$ cat src/rtl/dino_pkg.sv
// Shared types and constants for the dino game path (motion controller and VGA side).
package dino_pkg;

    typedef enum logic [2:0] {
        READY = 3'd0,
        RUN   = 3'd1,
        DUCK  = 3'd2,
        RISE  = 3'd3,
        FALL  = 3'd4,
        DEAD  = 3'd5
    } state_t;

    localparam logic [1:0] ANIM_LEG0 = 2'd0;
    localparam logic [1:0] ANIM_LEG1 = 2'd1;
    localparam logic [1:0] ANIM_AIR  = 2'd2;
    localparam logic [1:0] ANIM_DUCK = 2'd3;

    // Ground line 335 minus the 60-px sprite height.
    localparam int GROUND_Y = 275;

    localparam int JUMP_V0     = 12;
    localparam int GRAVITY     = 1;
    localparam int MAX_FALL    = 15;
    localparam int ANIM_PERIOD = 6;
    localparam int SCORE_DIV   = 4;

endpackage

$ cat src/rtl/dino_input_sync.sv
// Button synchronizers and a one-shot frame edge, so each frame advances the game once
// no matter how long the screen-end pulse stays high.
module dino_input_sync (
    input  logic clk,
    input  logic reset,
    input  logic frame_tick,
    input  logic btn_jump,
    input  logic btn_duck,
    output logic jump_s,
    output logic duck_s,
    output logic frame_edge
);

    logic [1:0] jump_ff;
    logic [1:0] duck_ff;
    logic       ft_q;

    always_ff @(posedge clk or posedge reset) begin
        if (reset) begin
            jump_ff <= 2'b00;
            duck_ff <= 2'b00;
            ft_q    <= 1'b0;
        end else begin
            jump_ff <= {jump_ff[0], btn_jump};
            duck_ff <= {duck_ff[0], btn_duck};
            ft_q    <= frame_tick;
        end
    end

    assign jump_s     = jump_ff[1];
    assign duck_s     = duck_ff[1];
    assign frame_edge = frame_tick & ~ft_q;

endmodule

$ cat src/rtl/dino_motion_controller.sv
// Per-frame dino sequencer: position, jump physics, animation select, score and game-over.
module dino_motion_controller
    import dino_pkg::*;
#(
    parameter int GROUND_Y_P  = dino_pkg::GROUND_Y,
    parameter int JUMP_V0     = dino_pkg::JUMP_V0,
    parameter int GRAVITY     = dino_pkg::GRAVITY,
    parameter int MAX_FALL    = dino_pkg::MAX_FALL,
    parameter int ANIM_PERIOD = dino_pkg::ANIM_PERIOD,
    parameter int SCORE_DIV   = dino_pkg::SCORE_DIV
) (
    input  logic        clk,
    input  logic        reset,
    input  logic        frame_tick,
    input  logic        btn_jump,
    input  logic        btn_duck,
    input  logic        collision,
    output logic [9:0]  dino_y,
    output logic [1:0]  anim_sel,
    output logic [2:0]  state,
    output logic [15:0] score,
    output logic [15:0] hi_score,
    output logic        game_over
);

    localparam logic [9:0] GY         = 10'(GROUND_Y_P);
    localparam logic [9:0] START_Y    = 10'(GROUND_Y_P - JUMP_V0);
    localparam logic [4:0] START_V    = 5'(JUMP_V0 - GRAVITY);
    localparam logic [4:0] GRAV       = 5'(GRAVITY);
    localparam logic [5:0] VMAX       = 6'(MAX_FALL);
    localparam logic [7:0] ANIM_LAST  = 8'(ANIM_PERIOD - 1);
    localparam logic [7:0] SCORE_LAST = 8'(SCORE_DIV - 1);

    logic jump_s, duck_s, frame_edge;

    dino_input_sync u_sync (
        .clk        (clk),
        .reset      (reset),
        .frame_tick (frame_tick),
        .btn_jump   (btn_jump),
        .btn_duck   (btn_duck),
        .jump_s     (jump_s),
        .duck_s     (duck_s),
        .frame_edge (frame_edge)
    );

    state_t     st;
    logic [4:0] velocity;
    logic [7:0] anim_cnt;
    logic [7:0] score_cnt;
    logic       leg;
    logic       col_lat;

    logic [5:0]  v_sum;
    logic [4:0]  fall_v;
    logic [10:0] fall_y;
    logic        land;
    logic [9:0]  rise_y;
    logic        rise_done;
    logic        in_play;
    logic        hit;

    // Fall step with the speed cap applied before the landing test.
    assign v_sum     = {1'b0, velocity} + {1'b0, GRAV};
    assign fall_v    = (v_sum > VMAX) ? VMAX[4:0] : v_sum[4:0];
    assign fall_y    = {1'b0, dino_y} + {6'd0, fall_v};
    assign land      = fall_y >= {1'b0, GY};
    assign rise_y    = dino_y - {5'd0, velocity};
    assign rise_done = velocity <= GRAV;
    assign in_play   = (st == RUN) || (st == DUCK) || (st == RISE) || (st == FALL);
    // A collision on the edge cycle itself still counts for this frame.
    assign hit       = col_lat | collision;

    assign state = st;

    always_ff @(posedge clk or posedge reset) begin
        if (reset) begin
            st        <= READY;
            dino_y    <= GY;
            velocity  <= 5'd0;
            anim_sel  <= ANIM_LEG0;
            score     <= 16'd0;
            hi_score  <= 16'd0;
            game_over <= 1'b0;
            anim_cnt  <= 8'd0;
            score_cnt <= 8'd0;
            leg       <= 1'b0;
            col_lat   <= 1'b0;
        end else begin
            if (collision)
                col_lat <= 1'b1;
            if (frame_edge) begin
                col_lat <= 1'b0;
                if (in_play && hit) begin
                    st        <= DEAD;
                    game_over <= 1'b1;
                    if (score > hi_score)
                        hi_score <= score;
                end else begin
                    if (in_play) begin
                        if (score_cnt == SCORE_LAST) begin
                            score_cnt <= 8'd0;
                            if (score != 16'hFFFF)
                                score <= score + 16'd1;
                        end else begin
                            score_cnt <= score_cnt + 8'd1;
                        end
                    end
                    case (st)
                        READY: begin
                            anim_sel <= ANIM_LEG0;
                            if (jump_s) begin
                                score    <= 16'd0;
                                dino_y   <= START_Y;
                                velocity <= START_V;
                                anim_sel <= ANIM_AIR;
                                st       <= RISE;
                            end
                        end
                        RUN: begin
                            if (jump_s) begin
                                dino_y   <= START_Y;
                                velocity <= START_V;
                                anim_sel <= ANIM_AIR;
                                st       <= RISE;
                            end else if (duck_s) begin
                                anim_sel <= ANIM_DUCK;
                                st       <= DUCK;
                            end else if (anim_cnt == ANIM_LAST) begin
                                anim_cnt <= 8'd0;
                                leg      <= ~leg;
                                anim_sel <= {1'b0, ~leg};
                            end else begin
                                anim_cnt <= anim_cnt + 8'd1;
                                anim_sel <= {1'b0, leg};
                            end
                        end
                        DUCK: begin
                            if (!duck_s) begin
                                anim_sel <= {1'b0, leg};
                                st       <= RUN;
                            end
                        end
                        RISE: begin
                            dino_y <= rise_y;
                            if (rise_done) begin
                                velocity <= 5'd0;
                                st       <= FALL;
                            end else begin
                                velocity <= velocity - GRAV;
                            end
                        end
                        FALL: begin
                            if (land) begin
                                dino_y   <= GY;
                                velocity <= 5'd0;
                                if (duck_s) begin
                                    anim_sel <= ANIM_DUCK;
                                    st       <= DUCK;
                                end else begin
                                    anim_sel <= {1'b0, leg};
                                    st       <= RUN;
                                end
                            end else begin
                                dino_y   <= fall_y[9:0];
                                velocity <= fall_v;
                            end
                        end
                        DEAD: begin
                            // Score stays visible until the next game start.
                            if (jump_s) begin
                                dino_y    <= GY;
                                velocity  <= 5'd0;
                                anim_cnt  <= 8'd0;
                                score_cnt <= 8'd0;
                                leg       <= 1'b0;
                                anim_sel  <= ANIM_LEG0;
                                game_over <= 1'b0;
                                st        <= READY;
                            end
                        end
                        default: st <= READY;
                    endcase
                end
            end
        end
    end

endmodule
$ cat config.mk
export PLATFORM = sky130hd
export DESIGN_NAME = dino_motion_controller
export DESIGN_NICKNAME = d
export VERILOG_FILES = /design/src/rtl/dino_pkg.sv /design/src/rtl/dino_input_sync.sv /design/src/rtl/dino_motion_controller.sv
export SDC_FILE = /design/constraint.sdc
export NUM_CORES = 1
export LEC_CHECK = 0
export ABC_AREA = 1
export CAP_MARGIN = 10
export CORE_MARGIN = 2
export CORE_UTILIZATION = 25
export CTS_BUF_LIST = sky130_fd_sc_hd__clkbuf_2
export DETAILED_ROUTE_END_ITERATION = 6
export MAX_ROUTING_LAYER = met4
export PLACE_DENSITY = 0.5
export SLEW_MARGIN = 25
export SYNTH_ARGS = -nofsm -noshare
export SYNTH_HDL_FRONTEND = slang
export SYNTH_SLANG_ARGS = --single-unit
$ cat constraint.sdc
create_clock -name clk -period 2.95 [get_ports clk]
set_clock_uncertainty 0.1 [all_clocks]
set_input_delay 0.7375 -clock clk [delete_from_list [all_inputs] [get_ports clk]]
set_output_delay 0.7375 -clock clk [all_outputs]
set_load 0.02 [all_outputs]
==> results of run 1 <==
[through the flow]
| stage | cell area (sq um) | util, % | hold slack, ns | setup WS [ns] | power (W) |
|---|---|---|---|---|---|
| after detailed placement | 6270 | 30.8 | 0.239 | -0.140 | 0.00575 |
| after CTS | 6450 | 31.7 | 0.288 | 0.00282 | 0.00659 |
| after global routing | 6660 | 32.7 | 0.300 | -0.207 | 0.00772 |
| after floorplan | 5230 | - | 0.231 | 0.00402 | 0.00432 |
| after global placement | 6270 | 30.8 | 0.238 | -0.121 | 0.00576 |
| final | 6660 | 32.7 | 0.288 | 0.00346 | 0.00707 |
[sequential cells by signal, summed over array words and instances, names as in the netlist, 2 cells and up]
signal	flops
u_sync.duck_ff	2
hi_score	16
velocity	5
score_cnt	8
state	3
score	16
anim_sel	2
dino_y	10
u_sync.jump_ff	2
anim_cnt	8
[synth_stat cells (4+ instances only)]
| cell | n |
|---|---|
| buf_6 | 4 |
| inv_1 | 103 |
| buf_2 | 6 |
| dfstp_2 | 4 |
| a211oi_1 | 4 |
| o21ai_1 | 13 |
| nor2_2 | 9 |
| a21oi_1 | 37 |
| nor3_1 | 19 |
| nor2_1 | 62 |
| inv_2 | 9 |
| dfrtp_1 | 72 |
| o22ai_1 | 5 |
| a22oi_1 | 4 |
| nand4_1 | 8 |
| nand3_1 | 58 |
| o21ai_0 | 30 |
| xor2_1 | 10 |
| nand2_2 | 7 |
| nand2_1 | 158 |
| a21oi_2 | 6 |
| ha_1 | 33 |
[path summary, 6_finish.rpt]
check,end,slack (ns),from
min,u_sync.duck_ff[1],0.29,u_sync.duck_ff[0]
max reg2reg,state[2],0.003,velocity[1]
min reg2reg,u_sync.duck_ff[1],0.29,u_sync.duck_ff[0]
min in group asynchronous,score[0],0.30,reset
max,state[2],0.003,velocity[1]
max in group asynchronous,dino_y[4],1.73,reset
[cell families after synthesis]
group	Yosys count	share of synthesized area, %
XOR/XNOR	10	1.67
adder cells (fa/ha/maj)	35	8.66
other	1	0.0717
AO/OA/AOI/OAI	119	13.7
multiplexers	1	0.191
flip-flops	76	36.5
buffers and inverters	125	9.71
AND/OR/NAND/NOR	339	29.6
[per-layer routing]
layer | GRT usage [%] | wire length (microns)
met4 | 3.71 | 116
met5 | - | 0
met3 | 2.18 | 624
met2 | 22.1 | 6750
met1 | 17.8 | 6800
[worst register-to-register path, cell delays in order, from the launching register on]
cell and delay, ns:
dfrtp_1 0.42, ha_2 0.19, nand2_2 0.06, inv_2 0.06, nand3_2 0.06, o21ai_2 0.18, nand2_2 0.11, ha_4 0.18
fa_2 0.40, nand2_2 0.08, nand2_2 0.05, nor2_1 0.09, nand3_1 0.08, nand2_1 0.09, inv_2 0.05, nor2_4 0.11
nand2_1 0.08, nand2_2 0.09, nand3_4 0.11, nand2_4 0.13, nand2_2 0.05, nand2_1 0.06, nand2_1 0.04
[where the power goes]
group | internal, W | total [W] | switching [W] | leakage, nW
Combinational | 0.00197 | 0.00456 | 0.00260 | 2.14
Clock | 0.000285 | 0.000737 | 0.000453 | 0.0825
Sequential | 0.00139 | 0.00177 | 0.000379 | 0.944
Total | 0.00364 | 0.00707 | 0.00343 | 3.17
[cell type report]
| cell class | count | share of cell area (%) |
|---|---|---|
| Clock buffer | 9 | 0.677 |
| Timing Repair Buffer | 91 | 12.6 |
| Tap cell | 270 | 5.08 |
| Clock inverter | 7 | 1.49 |
| Sequential cell | 76 | 28.7 |
| Multi-Input combinational cell | 505 | 45.1 |
| Inverter | 114 | 6.47 |
[timing repair]
item                       4_1_cts  5_1_grt
resized for setup                9       41
gates cloned                     0        0
setup endpoints to repair       16       18
hold buffers                     0        0
buffers inserted                 1        6
pin swaps                        3       25
==> run metrics, run 1 <==
status finished, violations left; failing checks DRC; Cell Rows 52; clock tree sinks 76; fin. max-slew vios 0; starting density of the core 25.7%; Pwr Density 1060 mW/mm^2; DRT Pass-1 Iters 7; GR Overflow Total 0; vias per cell 4.52; share of post-route cells with drive strength above 1 18.1%; arrival time at the worst endpoint 3.37 ns; Die H 149 microns; CTS buffer count 9; initial antenna violation count 0; most frequent cells in the layout 145 x nand2_1, 99 x inv_1, 72 x dfrtp_1; Final Critical Period 2.95 ns; syn_nets 747; PortBufs 53; startpoint types flip-flop; clock root buffer clkbuf_2; R2R cell count 22; Final setup viols 0; Post-Place Cells 1,049; Final ANT Viol Nets 0; #FFs+latches synth 76; CTS Buffer Depth 2; Yosys top cell area share 34.4%; Critical Path Fanout Max 4; most used cell, CP nand2_2; post-synth cell types 51; initial drt markers 233; CTS tree done; first-pass GRT wire length 23,300 microns; crit path buf inv count 2; asr flop ratio synth 100%; most common cell after layout, fill and taps aside nand2_1; worst slew pin tran 0.579 ns; worst hold path depth 0; sequential cell area 0.00191 sq mm; yosys warns 0; RSZ-0062 raised after global routing true; relative slew slack 61.4%; CP Depth 22; vias in the first global route 4,610; ys flop type dfrtp_1; GR Util All Layers 13.7%; WL/cell 13.3 microns; Total Routed Length 14,300 microns; fin cells 1,072; core outline area 0.0204 sq mm; critical path's largest stage delay 0.42 ns; largest cells by area after synthesis dfrtp_1 34%, nand2_1 11%, ha_1 7.9%; Ant. Diodes 0; largest net degree at the start of global routing 34; routability cong. 0.838; Setup CP Type reg -> reg; CP Capture Type flip-flop; syn_area_per_cell 7.41 sq um; Die ar. 0.0221 sq mm; fin crit share 99.9%; P&R area growth vs syn 27.2%; area taken by multi-input logic gates 0.00300 sq mm; Clock transition at path regs 0.27 ns; Critical Path RT 3.37 ns; static leakage 3.17 nW; worst vdd ir 0.517 mV; number of enable flip-flop cells after synthesis 0; Vias 4,842; setup TNS 0 ns; Clk Latency, worst-skew pair 0.62 ns; sequential share of the synthesized area 36.5%; Synth Instances 706; drt drc 1; H-Tree Depth 3; post-synth top area cell dfrtp_1; num ports 54; CP top delay family simple AND/OR/NAND/NOR gates; fmax 339 MHz; fin nets 838; CP max stage cell dfrtp_1; Hold Fails Final Rpt 0; Die X 149 microns; Post-DP HPWL 11,000 microns; fill count 2,200; MaxCap Viol Count 0; HP Class reg -> reg; Mapped Area 0.00523 sq mm; CP Cell Sequence ha_2, nand2_2, inv_2, nand3_2, o21ai_2, nand2_2, ha_4, fa_2, nand2_2, nand2_2, nor2_1, nand3_1, nand2_1, inv_2, nor2_4, nand2_1, nand2_2, nand3_4, nand2_4, nand2_2, nand2_1, nand2_1
No activity file was read; power rests on OpenSTA's default activity.
==> run 2, diff against run 1 <==
==> constraint.sdc (replaced) <==
create_clock -name clk -period 2.95 [get_ports clk]
set_clock_uncertainty 0.1 [all_clocks]
set_input_delay 0.295 -clock clk [delete_from_list [all_inputs] [get_ports clk]]
set_output_delay 0.295 -clock clk [all_outputs]
set_load 0.02 [all_outputs]
==> run metrics, run 2 (synthesis gave the netlist of run 1 again) <==
status complete, no violations; static leakage 3.16 nW (-0.27%); CP max stage cell fa_2; Clk Latency, worst-skew pair 0.60 ns (-0.02 ns); starting density of the core 25.7% (unchanged); Hold Fails Final Rpt 0 (unchanged); Net Sw Frac 48.3% (-0.21 points); Setup CP Type reg -> reg; Finished Core Util 32.5% (-0.23 points); cell internal pwr 0.00350 W (-3.8%); final hold slack 0.0372 ns (-0.251 ns); met3 wire length 456 microns (-27%); CTS Buffer Depth 2 (unchanged); fin. max-slew vios 0 (unchanged); Top Registers hi_score x16, score x16, dino_y x10; DRT Pass-1 Iters 4 (-3); Post-DP HPWL 10,800 microns (-1.4%); clock root buffer clkbuf_2; first-pass GRT wire length 23,300 microns (-0.12%); fmax 341 MHz (+0.47%); P&R area growth vs syn 26.3%; Comb power frac 63.6% (-1.0 points); CTS tree done; core outline area 0.0204 sq mm (unchanged); fin nets 839 (+0.12%); CP Cell Sequence buf_4, inv_2, buf_4, ha_1, inv_2, nand2_4, fa_2, nand2_1, inv_1, nor2_1, nand3_1, nand2_1, inv_1, nor2_2, nand2_1, nand2_2, nand3_2, nand2_4, buf_4, nand3_1, nand2_1; vias per cell 4.44 (-1.8%); num ports 54 (unchanged); crit path buf inv count 7 (+5); CP top delay family simple AND/OR/NAND/NOR gates; Final setup viols 0 (unchanged); critical path's largest stage delay 0.46 ns (+0.04 ns); startpoint types flip-flop; WL/cell 13.2 microns (-0.71%); Die H 149 microns (unchanged); CP Capture Type flip-flop; most frequent cells in the layout 150 x nand2_1, 98 x inv_1, 72 x dfrtp_1; drt drc 0 (-1); initial antenna violation count 0 (unchanged); Die ar. 0.0221 sq mm (unchanged); Final ANT Viol Nets 0 (unchanged); Critical Path Fanout Max 4 (unchanged); fin crit share 99.4% (-0.46 points); GR Overflow Total 0 (unchanged); Design Area, Final 0.00661 sq mm (-0.70%); largest net degree at the start of global routing 35 (+2.9%); RSZ-0062 raised after global routing true; share of post-route cells with drive strength above 1 17.1% (-1.0 points); Pwr Density 1030 mW/mm^2 (-3.5%); Vias 4,760 (-1.7%); H-Tree Depth 3 (unchanged); dpl cell area 0.00629 sq mm (+0.44%); Cell Rows 52 (unchanged); initial drt markers 224 (-3.9%); arrival time at the worst endpoint 3.38 ns (about the same); Clock power frac 10.3% (about the same); Seq pwr share 26.1% (+1.1 points); most common cell after layout, fill and taps aside nand2_1; HP Class in -> reg; worst vdd ir 0.463 mV (-10%); Die X 149 microns (unchanged); Final Critical Period 2.93 ns (-0.0137 ns); Ant. Diodes 0 (unchanged); worst slew pin tran 0.624 ns (+0.0455 ns); relative slew slack 58.3% (-3.0 points); Routed met1 length 6910 microns (+1.6%); Total Routed Length 14,200 microns (-0.62%); clock tree sinks 76 (unchanged); routability cong. 0.863 (+3.0%); vias in the first global route 4,541 (-1.5%); CTS buffer count 9 (unchanged); GR Util All Layers 13.7% (+0.033 points); Clock transition at path regs 0.22 ns (-0.05 ns); Psw 0.00327 W (-4.5%); PortBufs 53 (unchanged); top sig layer met4; metal2 WL 6690 microns (-0.81%); overall power 0.00677 W (-4.1%); most used cell, CP nand2_1; Critical Path RT 3.40 ns (+0.03 ns); MaxCap Viol Count 0 (unchanged)
## run 2: cell count changes in the layout (fill, tap and decap cells not counted), moves of 4 or more
| cell | previous run | this run |
|---|---|---|
| nand2_1 | 145 | 150 |
| nand2_2 | 18 | 13 |
| nand3_1 | 49 | 54 |
| nand3_2 | 11 | 7 |
## run 2: routing by layer
| metal | vias to the layer above | GRT usage [%] |
|---|---|---|
| li1 | 2489 | - |
| met1 | 2188 | 18.0 |
| met2 | 69 | 21.8 |
| met3 | 14 | 2.64 |
| met4 | 0 | 3.67 |
| met5 | - | - |
## run 2: power by group through the flow
stage	sequential (W)	combinational, W	clock [W]
finish	0.00177	0.00431	0.000700
floorplan	0.00193	0.00239	0
detailed placement	0.00179	0.00405	0
global route	0.00184	0.00484	0.000776
CTS	0.00177	0.00412	0.000732
global placement	0.00180	0.00406	0
## run 2: per-stage QoR
step / TNS, ns / std cells / setup WS (ns)
2_1_floorplan: 0 / 706 / 0.00402
3_3_place_gp: -1.73 / 1051 / -0.179
3_5_place_dp: -1.40 / 1051 / -0.162
4_1_cts: -0.00151 / 1069 / -0.00151
5_1_grt: -2.05 / 1073 / -0.179
6_report: 0 / 1073 / 0.0171
## run 2: final cells by class
cell class | count | area, sq um
Clock inverter | 6 | 88.8
Fill cell | 2157 | 13800
Sequential cell | 76 | 1910
Tap cell | 270 | 338
Clock buffer | 10 | 50.0
Multi-Input combinational cell | 505 | 2940
Timing Repair Buffer | 92 | 857
Inverter | 114 | 430
## run 2: repair_timing
item / in CTS / in global routing
hold buffers: 2 / 0
endpoints found under the hold margin: 30 / 0
pin swaps: 2 / 12
endpoints found under the setup margin: 16 / 18
gates resized for setup: 9 / 28
buffers inserted: 0 / 4
## run 2: final timing paths
path | from | to | slack, ns | depth (start not counted)
worst max-delay path | velocity[0] | state[0] | 0.02 | 21
worst min-delay path | btn_duck | u_sync.duck_ff[0] | 0.04 | 1
worst max register to register | velocity[0] | state[0] | 0.02 | 21
worst min register to register | u_sync.duck_ff[0] | u_sync.duck_ff[1] | 0.28 | 0
max in group asynchronous | reset | dino_y[1] | 1.56 | 4
min in group asynchronous | reset | score[1] | 0.48 | 3
